$ cat config.mk
export PLATFORM = sky130hd
export DESIGN_NAME = uart_rx_flat
export DESIGN_NICKNAME = d
export VERILOG_FILES = /design/src/rtl/uart_rx_pkg.sv /design/src/rtl/uart_rx_if.sv /design/src/rtl/uart_rx_baud.sv /design/src/rtl/uart_rx.sv /design/src/flat_wrapper.sv
export SDC_FILE = /design/constraint.sdc
export NUM_CORES = 1
export LEC_CHECK = 0
export BUFFER_PORTS_ARGS = -buffer_cell sky130_fd_sc_hd__clkbuf_2
export CAP_MARGIN = 10
export CELL_PAD_IN_SITES_DETAIL_PLACEMENT = 0
export CELL_PAD_IN_SITES_GLOBAL_PLACEMENT = 1
export CORE_MARGIN = 2
export CORE_UTILIZATION = 35
export DETAILED_ROUTE_END_ITERATION = 7
export PLACE_DENSITY = 0.7
export SETUP_SLACK_MARGIN = 0.3
export SLEW_MARGIN = 20
export SYNTH_ARGS = -nofsm -noshare
export SYNTH_HDL_FRONTEND = slang
export SYNTH_HIERARCHICAL = 1
export SYNTH_SLANG_ARGS = --single-unit
$ cat constraint.sdc
create_clock -name clk -period 4.25 [get_ports clk]
set_clock_uncertainty 0.2 [all_clocks]
set_input_delay 0.6375 -clock clk [delete_from_list [all_inputs] [get_ports clk]]
set_output_delay 0.6375 -clock clk [all_outputs]
set_load 0.05 [all_outputs]
$ cat src/rtl/uart_rx_pkg.sv
// Shared constants and state encoding for the UART receiver.
// The PARITY state exists only when UART_PARITY_EN is defined.
package uart_rx_pkg;

  localparam int UART_BITS_DEF = 8;
  localparam int SB_TICKS      = 16;

  typedef enum logic [2:0] {
    S_IDLE,
    S_START,
    S_DATA,
`ifdef UART_PARITY_EN
    S_PARITY,
`endif
    S_STOP,
    S_WAIT_HIGH
  } state_e;

endpackage

$ cat src/rtl/uart_rx_if.sv
// Receiver-side signal bundle: serial line in, received byte and status pulses out.
interface uart_rx_if #(
  parameter int UART_BITS = uart_rx_pkg::UART_BITS_DEF
);
  logic                 i_rx;
  logic                 o_rx_done;
  logic [UART_BITS-1:0] o_rx_data;
  logic                 o_frame_err;
  logic                 o_parity_err;

  modport master (output i_rx, input o_rx_done, o_rx_data, o_frame_err, o_parity_err);
  modport slave  (input i_rx, output o_rx_done, o_rx_data, o_frame_err, o_parity_err);
endinterface

$ cat src/rtl/uart_rx_baud.sv
// Free-running oversample tick: one-cycle o_tick every TICK_DIV clocks.
module baud_rate_gen #(
  parameter int TICK_DIV = 163
) (
  input  logic clk,
  input  logic rst,
  output logic o_tick
);
  localparam int CW = (TICK_DIV > 1) ? $clog2(TICK_DIV) : 1;
  localparam logic [CW-1:0] RELOAD = CW'(TICK_DIV - 1);

  logic [CW-1:0] cnt_q, cnt_d;

  // Down-counter: terminal count at zero fires the tick and reloads.
  always_comb begin
    o_tick = (cnt_q == '0);
    cnt_d  = o_tick ? RELOAD : cnt_q - 1'b1;
  end

  always_ff @(posedge clk) begin
    if (rst) cnt_q <= '0;
    else     cnt_q <= cnt_d;
  end
endmodule

$ cat src/rtl/uart_rx.sv
// UART receiver, 16x oversampling, LSB first, one stop bit.
// Optional even-parity bit enabled by defining UART_PARITY_EN.
module uart_rx
  import uart_rx_pkg::*;
#(
  parameter int TICK_DIV  = 163,
  parameter int UART_BITS = UART_BITS_DEF
) (
  input logic      clk,
  input logic      rst,
  uart_rx_if.slave bus
);
  // IDLE wait for low | START confirm at mid start bit | DATA shift bits
  // PARITY sample parity | STOP check stop bit | WAIT_HIGH hold off during break
  localparam int SW = $clog2(SB_TICKS);
  localparam int NW = (UART_BITS > 1) ? $clog2(UART_BITS) : 1;
  localparam logic [SW-1:0] S_MID  = SW'(SB_TICKS / 2 - 1);
  localparam logic [SW-1:0] S_LAST = SW'(SB_TICKS - 1);
  localparam logic [NW-1:0] N_LAST = NW'(UART_BITS - 1);

  logic                 tick;
  logic                 sync_q, rx_s_q;
  state_e               state_q, state_d;
  logic [SW-1:0]        s_q, s_d;
  logic [NW-1:0]        n_q, n_d;
  logic [UART_BITS-1:0] b_q, b_d;
  logic [UART_BITS-1:0] data_q, data_d;
  logic                 done_q, done_d;
  logic                 ferr_q, ferr_d;
`ifdef UART_PARITY_EN
  logic                 par_q, par_d;
  logic                 perr_q, perr_d;
`endif

  baud_rate_gen #(.TICK_DIV(TICK_DIV)) u_baud (
    .clk    (clk),
    .rst    (rst),
    .o_tick (tick)
  );

  always_comb begin
    state_d = state_q;
    s_d     = s_q;
    n_d     = n_q;
    b_d     = b_q;
    data_d  = data_q;
    done_d  = 1'b0;
    ferr_d  = 1'b0;
`ifdef UART_PARITY_EN
    par_d   = par_q;
    perr_d  = perr_q;
`endif
    case (state_q)
      S_IDLE: begin
        if (!rx_s_q) begin
          state_d = S_START;
          s_d     = '0;
        end
      end
      S_START: begin
        if (tick) begin
          if (s_q == S_MID) begin
            s_d     = '0;
            n_d     = '0;
            state_d = rx_s_q ? S_IDLE : S_DATA;
          end else begin
            s_d = s_q + 1'b1;
          end
        end
      end
      S_DATA: begin
        if (tick) begin
          if (s_q == S_LAST) begin
            s_d = '0;
            b_d = UART_BITS'({rx_s_q, b_q} >> 1);
            if (n_q == N_LAST) begin
`ifdef UART_PARITY_EN
              state_d = S_PARITY;
`else
              state_d = S_STOP;
`endif
            end else begin
              n_d = n_q + 1'b1;
            end
          end else begin
            s_d = s_q + 1'b1;
          end
        end
      end
`ifdef UART_PARITY_EN
      S_PARITY: begin
        if (tick) begin
          if (s_q == S_LAST) begin
            s_d     = '0;
            par_d   = rx_s_q;
            state_d = S_STOP;
          end else begin
            s_d = s_q + 1'b1;
          end
        end
      end
`endif
      S_STOP: begin
        if (tick) begin
          if (s_q == S_LAST) begin
            s_d = '0;
            if (rx_s_q) begin
              done_d  = 1'b1;
              data_d  = b_q;
`ifdef UART_PARITY_EN
              perr_d  = (^b_q) ^ par_q;
`endif
              state_d = S_IDLE;
            end else begin
              ferr_d  = 1'b1;
              state_d = S_WAIT_HIGH;
            end
          end else begin
            s_d = s_q + 1'b1;
          end
        end
      end
      S_WAIT_HIGH: begin
        if (rx_s_q) state_d = S_IDLE;
      end
      default: state_d = S_IDLE;
    endcase
  end

  always_ff @(posedge clk) begin
    if (rst) begin
      sync_q  <= 1'b1;
      rx_s_q  <= 1'b1;
      state_q <= S_IDLE;
      s_q     <= '0;
      n_q     <= '0;
      b_q     <= '0;
      data_q  <= '0;
      done_q  <= 1'b0;
      ferr_q  <= 1'b0;
`ifdef UART_PARITY_EN
      par_q   <= 1'b0;
      perr_q  <= 1'b0;
`endif
    end else begin
      sync_q  <= bus.i_rx;
      rx_s_q  <= sync_q;
      state_q <= state_d;
      s_q     <= s_d;
      n_q     <= n_d;
      b_q     <= b_d;
      data_q  <= data_d;
      done_q  <= done_d;
      ferr_q  <= ferr_d;
`ifdef UART_PARITY_EN
      par_q   <= par_d;
      perr_q  <= perr_d;
`endif
    end
  end

  assign bus.o_rx_done   = done_q;
  assign bus.o_rx_data   = data_q;
  assign bus.o_frame_err = ferr_q;
`ifdef UART_PARITY_EN
  assign bus.o_parity_err = perr_q;
`else
  assign bus.o_parity_err = 1'b0;
`endif
endmodule

$ cat src/flat_wrapper.sv
// flat-port wrapper written by rule: the top's interface ports become plain ports
module uart_rx_flat import uart_rx_pkg::*;
#(
  parameter int TICK_DIV  = 163,
  parameter int UART_BITS = UART_BITS_DEF
)
  (clk, rst, bus_i_rx, bus_o_rx_done, bus_o_rx_data, bus_o_frame_err, bus_o_parity_err);
  uart_rx_if #(.UART_BITS(UART_BITS)) bus_i ();
  input logic clk;
  input logic rst;
  input wire logic [$bits(bus_i.i_rx)-1:0] bus_i_rx;
  output wire logic [$bits(bus_i.o_rx_done)-1:0] bus_o_rx_done;
  output wire logic [$bits(bus_i.o_rx_data)-1:0] bus_o_rx_data;
  output wire logic [$bits(bus_i.o_frame_err)-1:0] bus_o_frame_err;
  output wire logic [$bits(bus_i.o_parity_err)-1:0] bus_o_parity_err;
  assign bus_i.i_rx = bus_i_rx;
  assign bus_o_rx_done = bus_i.o_rx_done;
  assign bus_o_rx_data = bus_i.o_rx_data;
  assign bus_o_frame_err = bus_i.o_frame_err;
  assign bus_o_parity_err = bus_i.o_parity_err;
  uart_rx #(.TICK_DIV(TICK_DIV), .UART_BITS(UART_BITS)) u_core (.clk(clk), .rst(rst), .bus(bus_i));
endmodule
Word-level counts from Yosys, hierarchy flattened
Cells that the tools add are included.
{"block": "classes", "add_sub_neg": 3, "multipliers": 0, "div_mod_pow": 0, "n_lt_le_gt_ge": 0, "n_eq_ne": 18, "shifts": 0, "muxes": 27, "bitwise": 3, "n_reduce_logical": 12}
{"op": "two-way mux 3 bit", "n": 15}
{"op": "two-way mux 4 bit", "n": 5}
{"op": "inequality test 2 x 1 -> 1 bit (second input constant)", "n": 9}
{"op": "one-hot mux 3 bit (5 select lines)", "n": 1}
{"op": "one-hot mux 4 bit (3 select lines)", "n": 1}
{"op": "AND reduction 9 bit", "n": 1}
{"op": "logical NOT 8 bit", "n": 1}
{"op": "two-way mux 8 bit", "n": 1}
{"op": "AND reduction 4 bit", "n": 2}
{"op": "subtractor 8 x 1 -> 8 bit (second input constant)", "n": 1}
{"op": "== test 3 x 2 -> 1 bit (second input constant)", "n": 2}
{"op": "== test 3 bit (second input constant)", "n": 2}
{"op": "one-hot mux 3 bit (2 select lines)", "n": 1}
{"op": "AND reduction 6 bit", "n": 1}
{"op": "adder 4 x 1 -> 4 bit (second input constant)", "n": 1}
{"op": "== test 4 x 3 -> 1 bit (second input constant)", "n": 1}
{"op": "== test 4 bit (second input constant)", "n": 1}
{"op": "inequality test 2 bit (second input constant)", "n": 2}
{"op": "OR reduction 2 bit", "n": 2}
{"op": "OR reduction 4 bit", "n": 1}
{"op": "adder 3 x 1 -> 3 bit (second input constant)", "n": 1}
{"op": "== test 3 x 1 -> 1 bit (second input constant)", "n": 1}
{"op": "logical NOT 3 bit", "n": 1}
{"op": "NOT 1 bit", "n": 3}
{"op": "other kinds (5)", "n": 6}
{"block": "word_totals", "regBits": 38, "latch_bits": 0, "ramBits": 0, "romBits": 0, "input_bits": 3, "out_inout_bits": 11, "wordCells": 74, "n_memories": 0}

Longest topological paths before layout
Gate-level depths: netlist of the first run.
{"block": "depth", "ltp_word": 5, "mapped_depth": 8, "ltp_nobuf": 8}

Modules after synthesis
The synthesis of the first run kept the hierarchy.
{"module": "uart_rx", "instances": 1, "cells_per_inst": 143, "area_per_inst_um2": 1337.5, "seq_area_each_um2": 600.6}
{"module": "baud_rate_gen", "instances": 1, "cells_per_inst": 43, "area_per_inst_um2": 385.4, "seq_area_each_um2": 160.2}

Worst setup path after synthesis of the first run
No wires, ideal clock.
{"block": "synth_path", "path_type": "reg-to-reg", "from": "register u_core.u_baud.cnt_q[0]", "to": "register u_core.data_q[0] (netlist: u_core/bus.o_rx_data[0])", "setup_ns": 0.128, "t_arrival_ns": 2.405, "required_time_ns": 3.922, "setup_slack_ns": 1.518, "path_stages_with_launch": 9, "path_buffers": 0, "synth_period_minus_slack_ns": 2.732, "path_cell_list": "dfxtp_1 -> inv_1 -> ha_1 -> or4b_2 -> nor2_1 -> nand4_4 -> nor3_4 -> mux2i_1 -> nor2_1"}
{"block": "synth_between", "elab_chain_cells": 2}
{"element": "start: declaration", "line": "uart_rx_baud.sv:12", "text": "logic [CW-1:0] cnt_q, cnt_d;"}
{"element": "start signal: assignment", "line": "uart_rx_baud.sv:22", "text": "else cnt_q <= cnt_d;"}
{"element": "logical NOT 8 bit", "line": "uart_rx_baud.sv:16", "text": "o_tick = (cnt_q == '0);"}
{"element": "net u_core.tick", "line": "uart_rx.sv:21", "text": "logic tick;"}
{"element": "AND reduction 4 bit (no source line)"}
{"element": "end signal: assignment", "line": "uart_rx.sv:152", "text": "data_q <= data_d;"}
{"element": "end: declaration", "line": "uart_rx.sv:27", "text": "logic [UART_BITS-1:0] data_q, data_d;"}
The timed path passes the listed nets, and every way through them passes these cells.
A chain may end at the register's enable or synchronous reset.

Worst setup path after layout of the first run
{"block": "layout_path", "from": "register u_core.u_baud.cnt_q[0]", "to": "register u_core.data_q[2] (netlist: u_core/bus.o_rx_data[2])"}
Same word-level chain as after synthesis.

==> results of run 1 <==
==> state kept, by name (all words and copies together), names as in the netlist <==
name                    cells
u_core/b_q                  8
u_core/bus.o_frame_err      1
u_core/bus.o_rx_data        8
u_core/bus.o_rx_done        1
u_core/n_q                  3
u_core/rx_s_q               1
u_core/s_q                  4
u_core/state_q              3
u_core/sync_q               1
u_core/u_baud/cnt_q         8
==> layout by cell type (no fill, tap or decap), drive strengths merged <==
master / count
a211oi: 2
a21o: 1
a21oi: 11
a221oi: 1
a311oi: 2
a31oi: 3
a41oi: 1
and3: 3
clkbuf: 18
clkinvlp: 1
conb: 1
dfxtp: 38
ha: 5
inv: 7
mux2i: 16
nand2: 11
nand2b: 3
nand3: 1
nand3b: 1
nand4: 2
nor2: 27
nor3: 6
nor3b: 2
nor4: 2
nor4b: 2
nor4bb: 1
o211ai: 1
o21a: 1
o21ai: 7
o21bai: 1
o221ai: 1
or2: 5
or3: 4
or3b: 2
or4: 2
or4b: 1
xnor2: 3
==> where the power goes <==
group | total (µW) | leakage, µW | switching, µW | internal (µW)
sequential | 423 | 0.000308 | 36.6 | 387
combinational | 194 | 0.000371 | 104 | 89.9
clock | 261 | 0.0000478 | 127 | 133
==> per-stage QoR <==
| stage | util | power, µW |
|---|---|---|
| 2_1_floorplan | - | 580 |
| 3_3_place_gp | 0.385 | 613 |
| 3_5_place_dp | 0.385 | 623 |
| 4_1_cts | 0.406 | 886 |
| 5_1_grt | 0.406 | 936 |
| 6_report | 0.406 | 878 |
==> cell type report <==
cell class | instances | area [µm²]
flip-flops and latches | 38 | 761
repair buffers | 12 | 60.1
fillers | 486 | 2810
clock inverters | 2 | 16.3
clock buffers | 6 | 82.6
multi-input cells | 132 | 890
inverters | 6 | 22.5
well taps | 67 | 83.8
==> logic make-up after synthesis <==
kind of cell	after synthesis
AO/OA/AOI/OAI	32
other	1
buffers and inverters	16
adder cells (fa/ha/maj)	5
multiplexers	16
XOR/XNOR	3
flip-flops	38
AND/OR/NAND/NOR	75
==> metal layers <==
layer | global-route usage | share of wire
met4 | 0.0586 | 0.012
met1 | 0.148 | 0.48
met3 | 0.0407 | 0.030
met2 | 0.209 | 0.48
met5 | 0 | 0
==> how the worst max path moves through the flow <==
stage / from / end / slack [ns] / depth (start not counted)
after global placement: u_core/u_baud/cnt_q[0] / u_core/bus.o_rx_data[7] / 1.27 / 8
after global routing: u_core/u_baud/cnt_q[0] / u_core/bus.o_rx_data[5] / 0.92 / 8
after detailed placement: u_core/u_baud/cnt_q[0] / u_core/bus.o_rx_data[1] / 1.17 / 8
final: u_core/u_baud/cnt_q[0] / u_core/bus.o_rx_data[2] / 1.18 / 8
after floorplan: u_core/u_baud/cnt_q[0] / u_core/bus.o_rx_data[0] / 1.52 / 8
after CTS: u_core/u_baud/cnt_q[0] / u_core/bus.o_rx_data[1] / 1.16 / 8
==> out/qor.yml, run 1 <==
worst_setup_path:
  reg2reg_depth: 8
  crit_type: "register to register"
  path_cells: "inv_1, ha_1, or4b_2, nor2_1, nand4_4, nor3_4, mux2i_1, nor2_1"
  critPathMaxStageDelay_ns: 0.63
  path_buf_inv: 1
  r2r_start: "u_core/u_baud/cnt_q[0]"
  cpMaxStageDelayCell: "or4b_2"
  end_kind: "register"
  crit_family: "simple AND/OR/NAND/NOR gates"
  rrSetupSlack_ns: 1.18
  path_common_cell: "nor2_1"
  path_max_fanout: 8
  r2r_end: "u_core/bus.o_rx_data[2]"
  cp.arrival_ns: 3.02
  start_kind: "register"
  cp.required_ns: 4.20
synth:
  synth.area.top_cells: "dfxtp_1 (44%), mux2i_1 (9.3%), nor2_1 (5.7%), ha_1 (3.6%), a21oi_1 (3.2%)"
  synth-simple-area-share: 0.255
  synthesis.area_mm2: 0.00172
  synth_ff_type: "dfxtp_1"
  syn_area_per_cell_um2: 9.26
  ys_seq_area_frac: 0.442
  synth_most_common_cell: "dfxtp_1"
  synthAdderAreaFrac: 0.0363
  yosysTopAreaCellShare: 0.442
  syn_nets: 194
  synth_top_family_by_area: "simple AND/OR/NAND/NOR gates"
  ys_ff_latch: 38
  synth_mux_area_frac: 0.0930
  synth.distinct_cells: 44
  synth_largest_area_cell: "dfxtp_1"
  ys_warn_count: 6
  synthCells: 186
  synth_compound_area_frac: 0.115
  ys_async_sr_fraction: 0
  synth_commonest_cells: "dfxtp_1 (38), nor2_1 (26), mux2i_1 (16)"
  synth-edff-count: 0
  synth_xor_area_frac: 0.0153
die:
  ioPinCount: 14
  dieArea_mm2: 0.00550
  die_w_um: 74.2
  fp.coreArea_mm2: 0.00472
  fp.dieH_um: 74.2
  initial_utilization: 0.365
  rows: 25
layout:
  fin_nets: 203
  area_growth_syn_to_layout_pct: 11.2
  stdcell_count: 263
  drive_gt1_frac: 0.163
  antenna_cells: 0
  final_area_mm2: 0.00192
clocking:
  htree_levels: 2
  post_cts_buffers: 0
  cts_tree: "done"
  numCtsBuffers: 5
  clock_latency_ns: 0.28
  ctsHoldBuffers: 0
  clockBufferDepth: 2
  root_buffer: "clkbuf_8"
  post_cts_resized: 0
  cts.sinks: 38
  cts.clk_slew.worst_paths_ns: 0.08
pwr:
  p_leak_uw: 0.000727
  ir_drop_uv: 291
  powerDensity_mw_per_mm2: 458
detailed_routing:
  viasPerCell: 5.00
  antenna_left: 0
  firstDrtPassIters: 4
  drc: 0
  dr.first_iter.drc_count: 43
  vias: 1315
  wl_per_cell_um: 11.7
  routed_wl_mm: 3.09
min_path:
  min_to: "u_core/rx_s_q"
  whs_path_depth: 1
  hold_class: "register to register"
  min_from: "u_core/sync_q"
place:
  place_worst_setup_slack_ns: 1.17
  dpl_cell_area_mm2: 0.00182
  finalWeightedCongestion: 0.784
  dpl.hpwl_mm: 2.17
  placed_cells: 255
  portBuffers: 12
grt:
  grt_max_degree: 39
  antenna_found_initial: 0
  overflow: 0
  grt_pass1_wl_mm: 5.41
  grt_usage: 0.126
  grt_pass1_vias: 1259
sta:
  max_freq_ghz: 0.326
  maxSlewViolCount: 0
  max_slew.worst_pin.slew_ns: 0.718
  maxSlewHeadroom: 0.521
  fin_crit_ns: 3.07
  hold_ws_ns: 0.218
  hold_viol_final: 0
  setup_ws_ns: 1.18
  rsz0062_at_grt: "no"
  finalSetupViolCount: 0
  post-route-period-util: 0.721
  timing.setup.tns_ns: 0
status:
  status: "finished, final reports clean"
run:
  max_cap_viol_count: 0
Note: power is estimated with default switching activity, not from simulation.
==> run 2, diff against run 1 <==
==> constraint.sdc (replaced) <==
create_clock -name clk -period 3.1 [get_ports clk]
set_clock_uncertainty 0.2 [all_clocks]
set_input_delay 0.465 -clock clk [delete_from_list [all_inputs] [get_ports clk]]
set_output_delay 0.465 -clock clk [all_outputs]
set_load 0.05 [all_outputs]
==> run 2 against run 1 <==
  * Flip-flop and latch count did not move
  * Largest cell class unchanged
  * Core utilization rose by 0.74 points
  * Design area rose by 1.8%
  * Largest power group unchanged
  * Fmax rose by 20%
  * Clock power rose by 26%
  * Hold slack got worse by 0.056 ns
  * Power rose by 35%
  * Critical endpoint is now u_core/n_q[0]
  * Worst setup slack got worse by 0.63 ns
  * Sequential power rose by 38%
  * Register-to-register slack got worse by 0.63 ns
==> out/qor.yml, run 2 (synthesized netlist as in run 1, its figures left out) <==
status:
  status: "finished, final reports clean"
detailed_routing:
  routed_wl_mm: 3.15
  firstDrtPassIters: 4
  vias: 1335
  wl_per_cell_um: 11.8
  drc: 0
  viasPerCell: 5.02
  dr.first_iter.drc_count: 63
  antenna_left: 0
worst_setup_path:
  path_cells: "inv_1, ha_1, or4b_4, nor2_1, buf_4, and3_4, o211ai_1, or3_1, a21oi_1"
  end_kind: "register"
  cp.arrival_ns: 2.56
  cp.required_ns: 3.11
  start_kind: "register"
  path_max_fanout: 7
  crit_family: "simple AND/OR/NAND/NOR gates"
  path_buf_inv: 2
  cpMaxStageDelayCell: "or4b_4"
  critPathMaxStageDelay_ns: 0.47
  crit_type: "register to register"
sta:
  max_slew.worst_pin.slew_ns: 0.711
  timing.setup.tns_ns: 0
  post-route-period-util: 0.821
  hold_viol_final: 0
  rsz0062_at_grt: "no"
  maxSlewHeadroom: 0.526
  maxSlewViolCount: 0
  setup_ws_ns: 0.555
  max_freq_ghz: 0.393
  finalSetupViolCount: 0
  fin_crit_ns: 2.55
place:
  dpl_cell_area_mm2: 0.00182
  place_worst_setup_slack_ns: 0.243
  dpl.hpwl_mm: 2.14
  finalWeightedCongestion: 0.764
  portBuffers: 12
layout:
  final_cell_mix: "dfxtp_1 (38), nor2_1 (26), mux2i_1 (16), clkbuf_2 (12)"
  drive_gt1_frac: 0.181
  regArea_um2: 761
  area_growth_syn_to_layout_pct: 13.2
  multi_input_area_um2: 898
  antenna_cells: 0
  final_area_mm2: 0.00195
  fin_nets: 206
  fin_util: 0.413
  n_fill_cell: 465
  final_common_cell: "dfxtp_1"
clocking:
  ctsHoldBuffers: 0
  clockBufferDepth: 2
  clock_latency_ns: 0.29
  cts.clk_slew.worst_paths_ns: 0.07
  cts.sinks: 38
  root_buffer: "clkbuf_8"
  cts_tree: "done"
  numCtsBuffers: 5
  htree_levels: 2
run:
  max_cap_viol_count: 0
pwr:
  ir_drop_uv: 378
  powerDensity_mw_per_mm2: 608
  total_power_uw: 1190
  p_leak_uw: 0.000741
die:
  dieArea_mm2: 0.00550
  initial_utilization: 0.365
  ioPinCount: 14
  die_w_um: 74.2
  fp.dieH_um: 74.2
  fp.coreArea_mm2: 0.00472
  rows: 25
min_path:
  hold_class: "primary input to register"
grt:
  grt_pass1_vias: 1119
  overflow: 0
  grt_max_degree: 39
  grt_pass1_wl_mm: 5.28
  grt_usage: 0.126
  antenna_found_initial: 0
==> run 2: cell types whose count changed in the layout (fill, tap and decap cells not counted), sizes merged <==
cell and delta:
buf +3, clkinv +2, inv -1, clkbuf -1
==> run 2: area by class of cell <==
type                    instances  share of cell area
flip-flops and latches         38               0.390
clock buffers                   5              0.0353
well taps                      67              0.0430
clock inverters                 3              0.0109
repair buffers                 15              0.0487
inverters                       6              0.0115
multi-input cells             132               0.461
==> run 2: worst paths after layout <==
check / start / endpoint / slack [ns] / depth (start not counted)
hold / removal: bus_i_rx / u_core/sync_q / 0.16 / 2
setup / recovery: u_core/u_baud/cnt_q[0] / u_core/n_q[0] / 0.55 / 9
setup reg to reg: u_core/u_baud/cnt_q[0] / u_core/n_q[0] / 0.55 / 9
hold reg to reg: u_core/sync_q / u_core/rx_s_q / 0.22 / 1
==> run 2: worst register-to-register path: stages, from the launching register on <==
cell and delay (ns):
dfxtp_1 0.35, inv_1 0.11, ha_1 0.18, or4b_4 0.47, nor2_1 0.11, buf_4 0.16, and3_4 0.21, o211ai_1 0.16
or3_1 0.38, a21oi_1 0.13
==> run 2: power breakdown <==
part	internal, µW	total, µW	switching, µW	leakage (µW)
Sequential	530	583	52.7	0.000308
Clock	158	330	172	0.0000441
Combinational	135	274	138	0.000388
==> run 2: per-stage QoR <==
step           instances  hold WS (ns)
6_report             266         0.162
5_1_grt              266         0.159
4_1_cts              265         0.152
3_5_place_dp         256         0.196
3_3_place_gp         256         0.207
2_1_floorplan        186         0.189
==> run 2: what timing repair did <==
| item | 4_1_cts | 5_1_grt |
|---|---|---|
| pin swaps | 1 | 2 |
| setup buffers | 1 | 1 |
| gates cloned | 0 | 0 |
| gates resized for setup | 0 | 2 |
| endpoints found under the setup margin | 8 | 11 |
==> run 2: routing by layer <==
layer	vias up	GRT usage	share of wire
met2	28	0.196	0.47
met1	620	0.156	0.47
met3	6	0.0434	0.045
li1	681	-	-
met5	-	0	0
met4	0	0.0606	0.020
==> run 3, diff against run 2 <==
--- a/config.mk
+++ b/config.mk
@@ -5,6 +5,7 @@
 export SDC_FILE = /design/constraint.sdc
 export NUM_CORES = 1
 export LEC_CHECK = 0
+export ABC_AREA = 1
 export BUFFER_PORTS_ARGS = -buffer_cell sky130_fd_sc_hd__clkbuf_2
 export CAP_MARGIN = 10
 export CELL_PAD_IN_SITES_DETAIL_PLACEMENT = 0
@@ -12,7 +13,7 @@
 export CORE_MARGIN = 2
 export CORE_UTILIZATION = 35
 export DETAILED_ROUTE_END_ITERATION = 7
-export PLACE_DENSITY = 0.7
+export PLACE_DENSITY = 0.73
 export SETUP_SLACK_MARGIN = 0.3
 export SLEW_MARGIN = 20
 export SYNTH_ARGS = -nofsm -noshare
==> constraint.sdc (replaced) <==
create_clock -name clk -period 2.6 [get_ports clk]
set_clock_uncertainty 0.2 [all_clocks]
set_input_delay 0.39 -clock clk [delete_from_list [all_inputs] [get_ports clk]]
set_output_delay 0.39 -clock clk [all_outputs]
set_load 0.05 [all_outputs]
==> run 3 against run 2 <==
  * Non-clock buffer count is 3 lower
  * Hold slack worse by 0.070 ns
  * Clock-buffer cell count is the same
  * Sequential power is 30% higher
  * Flip-flop and latch count stayed put
  * Combinational power grew to 2.6 times the previous value
  * Critical path depth unchanged
  * Synthesized area increased by 4.0%
  * Routed wire length up 6.6%
  * First-iteration DRC count is the same
  * Core utilization is 0.89 points lower
  * Register-to-register slack improved by 0.09 ns
==> out/qor.yml, run 3 <==
status:
  status: "finished, final reports clean"
pwr:
  ir_drop_uv: 589
  powerDensity_mw_per_mm2: 967
  p_leak_uw: 0.000973
layout:
  final_common_cell: "nor2_1"
  final_area_mm2: 0.00202
  final_cell_mix: "nor2_1 (52), nand2_1 (39), dfxtp_1 (38), inv_1 (20), o21ai_0 (19)"
  antenna_cells: 0
  n_fill_cell: 539
  area_growth_syn_to_layout_pct: 13.0
  fin_nets: 268
  stdcell_count: 331
  drive_gt1_frac: 0.203
sta:
  maxSlewHeadroom: 0.556
  max_freq_ghz: 0.511
  max_slew.worst_pin.slew_ns: 0.665
  hold_viol_final: 0
  rsz0062_at_grt: "no"
  maxSlewViolCount: 0
  fin_crit_ns: 1.96
  setup_ws_ns: 0.642
  post-route-period-util: 0.753
  hold_ws_ns: 0.0918
  finalSetupViolCount: 0
  timing.setup.tns_ns: 0
detailed_routing:
  viasPerCell: 4.44
  drc: 0
  firstDrtPassIters: 4
  wl_per_cell_um: 10.2
  dr.first_iter.drc_count: 63
  antenna_left: 0
  vias: 1471
  routed_wl_mm: 3.36
grt:
  grt_pass1_vias: 1306
  overflow: 0
  grt_max_degree: 25
  grt_pass1_wl_mm: 5.86
  grt_usage: 0.135
  antenna_found_initial: 0
synth:
  yosysTopAreaCellShare: 0.425
  synth_commonest_cells: "nor2_1 (52), nand2_1 (39), dfxtp_1 (38)"
  syn_area_per_cell_um2: 7.31
  synthCells: 245
  ys_async_sr_fraction: 0
  ys_warn_count: 6
  synth.area.top_cells: "dfxtp_1 (42%), nor2_1 (11%), nand2_1 (8.2%), o21ai_0 (5.3%), inv_1 (4.2%)"
  synth_most_common_cell: "nor2_1"
  synth.distinct_cells: 30
  syn_nets: 253
  ys_ff_latch: 38
  synth_largest_area_cell: "dfxtp_1"
  synth-edff-count: 0
  ys_seq_area_frac: 0.425
  synth_ff_type: "dfxtp_1"
  synthesis.area_mm2: 0.00179
clocking:
  htree_levels: 2
  clockBufferDepth: 2
  root_buffer: "clkbuf_8"
  clock_latency_ns: 0.28
  numCtsBuffers: 5
  cts.clk_slew.worst_paths_ns: 0.07
  cts_tree: "done"
  ctsHoldBuffers: 0
  cts.sinks: 38
  post_cts_resized: 0
  post_cts_buffers: 0
place:
  portBuffers: 12
  dpl.hpwl_mm: 2.43
  finalWeightedCongestion: 0.779
  place_worst_setup_slack_ns: 0.628
  placed_cells: 323
  dpl_cell_area_mm2: 0.00192
die:
  die_w_um: 75.6
  rows: 26
  ioPinCount: 14
  fp.dieH_um: 75.6
  initial_utilization: 0.358
  fp.coreArea_mm2: 0.00501
  dieArea_mm2: 0.00571
worst_setup_path:
  crit_type: "register to register"
  start_kind: "register"
  cp.required_ns: 2.57
  path_max_fanout: 10
  end_kind: "register"
  cp.arrival_ns: 1.93
run:
  max_cap_viol_count: 0
min_path:
  hold_class: "primary input to register"
==> run 3: kinds of logic after synthesis <==
kind of cell	count (synthesis)	synth area share
flops	38	0.425
buf+inv	31	0.0698
compound gates	36	0.108
xor+xnor	1	0.00489
fa+ha+maj	5	0.0349
other cells	1	0.00209
simple gates	133	0.356
==> run 3: area by class of cell <==
class | instances | area, µm² | area share
multi-input combinational | 176 | 906 | 0.447
sequential | 38 | 761 | 0.376
inverter | 27 | 101 | 0.0501
tap | 70 | 87.6 | 0.0433
clock buffer | 5 | 68.8 | 0.0340
timing repair buffer | 12 | 60.1 | 0.0297
clock inverter | 3 | 40.0 | 0.0198
==> run 3: worst paths after layout <==
path	start	endpoint	slack, ns	depth (start not counted)
hold / removal	bus_i_rx	u_core/sync_q	0.09	2
hold reg to reg	u_core/sync_q	u_core/rx_s_q	0.21	1
setup / recovery	u_core/u_baud/cnt_q[0]	u_core/bus.o_rx_data[1]	0.64	9
setup reg to reg	u_core/u_baud/cnt_q[0]	u_core/bus.o_rx_data[1]	0.64	9
==> run 3: metrics by stage <==
step                       util  total power (µW)
after global routing      0.404              2140
after CTS                 0.404              1990
after global placement    0.382              1500
after detailed placement  0.382              1490
after floorplan               -              1370
final                     0.404              1960
==> run 3: critical path: stages, from the launching register on <==
cell	delay (ns)
dfxtp_1	0.32
inv_2	0.08
ha_1	0.17
nand2_2	0.10
nor2_8	0.17
nand4_2	0.21
nor2_4	0.29
inv_2	0.12
nor2_1	0.13
nor2_1	0.06
==> run 3: power breakdown <==
group | internal [µW] | switching, µW | leakage [µW]
clock | 282 | 200 | 0.0000579
combinational | 258 | 458 | 0.000605
sequential | 668 | 89.4 | 0.000309
==> run 3: metal layers <==
| metal | vias to the layer above | GRT usage | share of wire |
|---|---|---|---|
| li1 | 798 | - | - |
| met1 | 650 | 0.186 | 0.52 |
| met2 | 19 | 0.201 | 0.43 |
| met3 | 4 | 0.0291 | 0.035 |
| met4 | 0 | 0.0643 | 0.015 |
| met5 | - | 0 | 0 |
